**src/rtl/affichage_pkg.sv**
```systemverilog
// Shared constants for the 3-digit multiplexed 7-segment display driver.
// Segment patterns are active low, bit order [6:0] = g..a.
package affichage_pkg;

  localparam logic [6:0] SEG_0    = 7'b1000000;
  localparam logic [6:0] SEG_1    = 7'b1111001;
  localparam logic [6:0] SEG_2    = 7'b0100100;
  localparam logic [6:0] SEG_3    = 7'b0110000;
  localparam logic [6:0] SEG_4    = 7'b0011001;
  localparam logic [6:0] SEG_5    = 7'b0010010;
  localparam logic [6:0] SEG_6    = 7'b0000010;
  localparam logic [6:0] SEG_7    = 7'b1111000;
  localparam logic [6:0] SEG_8    = 7'b0000000;
  localparam logic [6:0] SEG_9    = 7'b0010000;
  localparam logic [6:0] SEG_DASH = 7'b0111111;
  localparam logic [6:0] SEG_OFF  = 7'b1111111;

  localparam logic [2:0] ANODE_OFF      = 3'b111;
  localparam logic [2:0] ANODE_UNITS    = 3'b110;
  localparam logic [2:0] ANODE_TENS     = 3'b101;
  localparam logic [2:0] ANODE_HUNDREDS = 3'b011;

  typedef enum logic [1:0] {
    SlotUnits    = 2'd0,
    SlotTens     = 2'd1,
    SlotHundreds = 2'd2
  } slot_e;

endpackage

```
**src/rtl/decodeur_7seg.sv**
```systemverilog
// Combinational BCD to active-low 7-segment decoder; non-decimal codes show a dash.
module decodeur_7seg
  import affichage_pkg::*;
(
  input  logic [3:0] bcd,
  output logic [6:0] seg
);

  always_comb begin
    seg = SEG_DASH;
    case (bcd)
      4'd0:    seg = SEG_0;
      4'd1:    seg = SEG_1;
      4'd2:    seg = SEG_2;
      4'd3:    seg = SEG_3;
      4'd4:    seg = SEG_4;
      4'd5:    seg = SEG_5;
      4'd6:    seg = SEG_6;
      4'd7:    seg = SEG_7;
      4'd8:    seg = SEG_8;
      4'd9:    seg = SEG_9;
      default: seg = SEG_DASH;
    endcase
  end

endmodule

```
**src/rtl/affichage_multiplexe.sv**
```systemverilog
// Time-multiplexed 3-digit 7-segment driver with leading-zero blanking, frame-aligned
// input capture and whole-display blinking. All pad outputs are registered.
module affichage_multiplexe
  import affichage_pkg::*;
#(
  parameter int unsigned CLK_HZ   = 50_000_000,
  parameter int unsigned SCAN_HZ  = 1_000,
  parameter int unsigned BLINK_FR = 125
) (
  input  logic       clk,
  input  logic       rst_n,
  input  logic [3:0] bcd100,
  input  logic [3:0] bcd10,
  input  logic [3:0] bcd1,
  input  logic       en100,
  input  logic       en10,
  input  logic       blink,
  output logic [2:0] anodes,
  output logic [6:0] segments,
  output logic       frame_tick
);

  localparam int unsigned DIV = CLK_HZ / SCAN_HZ;
  localparam int unsigned PW  = $clog2(DIV);
  localparam int unsigned BW  = $clog2(2 * BLINK_FR);

  localparam logic [PW-1:0] PRESC_MAX  = PW'(DIV - 1);
  localparam logic [BW-1:0] BLINK_MAX  = BW'(2 * BLINK_FR - 1);
  localparam logic [BW-1:0] BLINK_HALF = BW'(BLINK_FR);

  logic [PW-1:0] presc_q, presc_d;
  slot_e         idx_q, idx_d;
  logic [3:0]    bcd100_q, bcd100_d, bcd10_q, bcd10_d, bcd1_q, bcd1_d;
  logic          en100_q, en100_d, en10_q, en10_d;
  logic [BW-1:0] blink_cnt_q, blink_cnt_d;
  logic          off_q, off_d;
  logic [2:0]    anodes_q, anodes_d;
  logic [6:0]    seg_q, seg_d;
  logic          frame_tick_q, frame_tick_d;

  logic       tick, capture;
  logic [3:0] digit;
  logic [6:0] seg_dec;

  always_comb begin
    tick    = (presc_q == PRESC_MAX);
    capture = tick && (idx_q == SlotHundreds);
    presc_d = tick ? '0 : presc_q + 1'b1;

    idx_d = idx_q;
    if (tick) begin
      case (idx_q)
        SlotUnits: idx_d = SlotTens;
        SlotTens:  idx_d = SlotHundreds;
        default:   idx_d = SlotUnits;
      endcase
    end

    bcd100_d     = bcd100_q;
    bcd10_d      = bcd10_q;
    bcd1_d       = bcd1_q;
    en100_d      = en100_q;
    en10_d       = en10_q;
    off_d        = off_q;
    frame_tick_d = capture;
    if (capture) begin
      bcd100_d = bcd100;
      bcd10_d  = bcd10;
      bcd1_d   = bcd1;
      en100_d  = en100;
      en10_d   = en10;
      // Phase is latched per frame so every slot of a frame shares one on/off state.
      off_d    = blink && (blink_cnt_q >= BLINK_HALF);
    end

    blink_cnt_d = blink_cnt_q;
    if (!blink) begin
      blink_cnt_d = '0;
    end else if (capture) begin
      blink_cnt_d = (blink_cnt_q == BLINK_MAX) ? '0 : blink_cnt_q + 1'b1;
    end
  end

  // Next-state shadow values feed the decoder so a fresh capture shows in the units slot at once.
  always_comb begin
    digit = bcd1_d;
    case (idx_d)
      SlotTens:     digit = bcd10_d;
      SlotHundreds: digit = bcd100_d;
      default:      digit = bcd1_d;
    endcase
  end

  decodeur_7seg u_decodeur (
    .bcd (digit),
    .seg (seg_dec)
  );

  always_comb begin
    logic       show;
    logic [2:0] anode_sel;
    show      = 1'b1;
    anode_sel = ANODE_UNITS;
    anodes_d  = anodes_q;
    seg_d     = seg_q;
    case (idx_d)
      SlotTens: begin
        show      = en10_d || en100_d;
        anode_sel = ANODE_TENS;
      end
      SlotHundreds: begin
        show      = en100_d;
        anode_sel = ANODE_HUNDREDS;
      end
      default: begin
        show      = 1'b1;
        anode_sel = ANODE_UNITS;
      end
    endcase
    if (tick) begin
      if (show && !off_d) begin
        anodes_d = anode_sel;
        seg_d    = seg_dec;
      end else begin
        anodes_d = ANODE_OFF;
        seg_d    = SEG_OFF;
      end
    end
  end

  always_ff @(posedge clk or negedge rst_n) begin
    if (!rst_n) begin
      presc_q      <= '0;
      idx_q        <= SlotUnits;
      bcd100_q     <= '0;
      bcd10_q      <= '0;
      bcd1_q       <= '0;
      en100_q      <= 1'b0;
      en10_q       <= 1'b0;
      blink_cnt_q  <= '0;
      off_q        <= 1'b0;
      anodes_q     <= ANODE_OFF;
      seg_q        <= SEG_OFF;
      frame_tick_q <= 1'b0;
    end else begin
      presc_q      <= presc_d;
      idx_q        <= idx_d;
      bcd100_q     <= bcd100_d;
      bcd10_q      <= bcd10_d;
      bcd1_q       <= bcd1_d;
      en100_q      <= en100_d;
      en10_q       <= en10_d;
      blink_cnt_q  <= blink_cnt_d;
      off_q        <= off_d;
      anodes_q     <= anodes_d;
      seg_q        <= seg_d;
      frame_tick_q <= frame_tick_d;
    end
  end

  assign anodes     = anodes_q;
  assign segments   = seg_q;
  assign frame_tick = frame_tick_q;

endmodule

```
**config.mk**
```make
export PLATFORM = sky130hd
export DESIGN_NAME = affichage_multiplexe
export DESIGN_NICKNAME = d
export VERILOG_FILES = /design/src/rtl/affichage_pkg.sv /design/src/rtl/decodeur_7seg.sv /design/src/rtl/affichage_multiplexe.sv
export SDC_FILE = /design/constraint.sdc
export NUM_CORES = 1
export LEC_CHECK = 0
export ABC_AREA = 0
export BUFFER_PORTS_ARGS = -buffer_cell sky130_fd_sc_hd__buf_2
export CORE_UTILIZATION = 40
export CTS_BUF_LIST = sky130_fd_sc_hd__clkbuf_8 sky130_fd_sc_hd__clkbuf_16
export DETAILED_ROUTE_END_ITERATION = 8
export SYNTH_ARGS = -nofsm -noshare
export SYNTH_HDL_FRONTEND = slang
export SYNTH_SLANG_ARGS = --single-unit
```
**constraint.sdc**
```tcl
create_clock -name clk -period 5.6 [get_ports clk]
set_input_delay 0.56 -clock clk [delete_from_list [all_inputs] [get_ports clk]]
set_output_delay 0.56 -clock clk [all_outputs]
set_load 0.05 [all_outputs]
```
==> metrics.yaml <==
path_clk_slew_ns: 0.09
n_fill_cell: 625
detail-route-antenna-nets: 0
arrival_ns: 4.04
min_period_ns: 3.84
cts_buffers: 5
ys_types: 56
portBuffers: 27
seq_area_frac_synth: 0.480
insertedDiodeCount: 0
dpl-instance-area_sq_mm: 0.00294
reg2reg_depth: 12
syn-num-nets: 297
fin_total_pwr_mw: 0.636
grt.overflow.total: 0
first_global_vias: 2030
worstMarginPinSlew_ns: 0.804
ys_async_sr_fraction: 1.00
avgSynthCellArea_sq_um: 10.2
required_ns: 5.80
multi_input_area_sq_mm: 0.00133
initial_core_util: 0.421
cts-resized-gates: 0
p_per_area_mw_per_mm2: 209
antenna_found_initial: 0
crit_start: "presc_q[0]"
die_y_um: 84.7
tritoncts: "done"
dp_hpwl_um: 3890
clock_latency_ns: 0.30
yosysMostFrequentCell: "dfrtp_1"
path_max_fanout: 13
rows: 29
synthTopCellsByCount: "42 x dfrtp_1, 29 x nand2_1, 22 x nor2_1, 18 x nand3_1, 16 x o21ai_0"
ys.flop_type: "dfrtp_1"
fin_nets: 324
yosys.area.top_type: "dfrtp_1"
synth_edf_count: 0
rsz0062_at_grt: "no"
fin_skew_ns: 0.00577
h-tree-depth: 2
die_w_um: 84.7
ir_worst_vdd_uv: 92.0
drc: 0
drt_iter0_markers: 132
cts_sinks: 52
wl_per_cell_um: 14.6
coreArea_sq_mm: 0.00649
fmax_ghz: 0.261
pin_count: 28
grt_max_degree: 53
synth_warnings: 0
cts-root-buf: "clkbuf_8"
fp.dieArea_sq_mm: 0.00718
final.setup.tns_ns: 0
grt_pass1_wl_um: 9720
vias: 2003
routed_wl_um: 5460
synthCells: 268
slew_viol_final: 0
setup_viol: 0
ys_top_cells_by_area: "dfrtp_1 38%, dfstp_2 9.6%, ha_1 5.5%"
finalHoldViolations: 0
drive_above_1_share: 0.213
crit_path_end_kind: "register"
seqCellArea_sq_mm: 0.00131
via_per_inst: 5.37
crit_path_start_kind: "register"
drv_cap: 0
hold_buffers: 0
clock_path_buffers: 2
synth_top_area_share: 0.384
r2r_slack_ns: 1.76
dr.pass1.iters: 4
syn2layout_area_growth_pct: 11.1
gp_routability_congestion: 0.773
r2r_end: "segments[4]"
hold_path_class: "in -> async"
power.leakage_nw: 1.45
ys_ff_latch: 52
slew_headroom: 0.463
period_share: 0.685
cts_setup_buffers: 0
crit_type: "reg -> reg"
status: "finished clean"
timing.rr.start: "presc_q[0]"
grt_use_total: 0.171
syn_area_sq_mm: 0.00274
stdcell_area_sq_mm: 0.00304
-- critical path, cell delays in order, from the launching register on --
cell      delay, ns
dfrtp_1        0.37
ha_1           0.18
and3_1         0.28
nand4_2        0.26
nor3b_1        0.25
a21oi_1        0.08
ha_1           0.49
nand2b_1       0.26
o221ai_1       0.55
inv_1          0.21
ha_1           0.27
mux2_2         0.26
a221oi_1       0.28
-- power by group --
group          internal, mW  total, mW  switching (mW)  leakage [nW]
Clock                 0.113      0.234           0.121        0.0575
Sequential            0.378      0.378        0.000459         0.632
Combinational       0.00782     0.0230          0.0152         0.756
-- per-stage QoR --
stage / utilization / worst slack [ns] / cells / hold WS, ns
after floorplan: - / 2.34 / 268 / 0.264
after global placement: 0.453 / 1.94 / 365 / 0.436
after detailed placement: 0.453 / 1.80 / 365 / 0.446
after CTS: 0.468 / 1.74 / 373 / 0.396
after global routing: 0.468 / 1.44 / 373 / 0.434
final: 0.468 / 1.76 / 373 / 0.359
-- cell usage in the layout (no fill, tap or decap), types with 2 or more instances in the layout --
cell type	instances
nor2b_1	3
nand2_1	29
mux2_2	2
dfrtp_1	42
mux2i_1	5
and3_1	12
ha_1	12
nor2_1	22
o41ai_1	2
nand3_1	18
a221oi_1	5
xor2_1	9
xnor2_1	4
clkbuf_8	5
o2111a_1	2
o21ai_0	16
or2_2	2
a21boi_0	2
dfstp_2	10
nand2b_1	5
a22o_1	2
buf_2	27
and2_1	2
nor3_1	4
nor3b_1	2
a21oi_1	7
inv_1	16
-- cell type report --
cell class | count | share of cell area
clock buffer | 6 | 0.0309
tap | 77 | 0.0317
sequential | 52 | 0.432
timing repair buffer | 28 | 0.0469
multi-input combinational | 192 | 0.436
inverter | 16 | 0.0197
clock inverter | 2 | 0.00288
-- worst max path at each step --
stage / endpoint / cells past startpoint
3_5_place_dp: segments[4] / 12
3_3_place_gp: segments[4] / 12
5_1_grt: segments[4] / 12
6_report: segments[4] / 12
2_1_floorplan: segments[4] / 13
4_1_cts: segments[4] / 12
-- metal layers --
layer / share of wire / track usage / vias to the layer above
li1: - / - / 1001
met1: 0.50 / 0.238 / 967
met2: 0.46 / 0.269 / 31
met3: 0.027 / 0.0374 / 4
met4: 0.0093 / 0.0478 / 0
met5: 0 / 0 / -
-- cell families (layout without fill, tap and decap cells) --
| kind of cell | Yosys count | after routing | share of synthesized area |
|---|---|---|---|
| adder cells (fa/ha/maj) | 12 | 12 | 0.0548 |
| buffers and inverters | 24 | 52 | 0.0356 |
| XOR/XNOR | 13 | 13 | 0.0416 |
| multiplexers | 8 | 8 | 0.0320 |
| AO/OA/AOI/OAI | 50 | 50 | 0.144 |
| AND/OR/NAND/NOR | 109 | 109 | 0.213 |
| flip-flops | 52 | 52 | 0.480 |
-- flip-flops by register name (all words and copies together) (netlist names) --
| name | flops |
|---|---|
| presc_q | 16 |
| blink_cnt_q | 8 |
| segments | 7 |
| bcd100_q | 4 |
| bcd10_q | 4 |
| bcd1_q | 4 |
| anodes | 3 |
| idx_q | 2 |
| en100_q | 1 |
| en10_q | 1 |
| frame_tick | 1 |
| off_q | 1 |
Power figures use the tool's default switching activity.
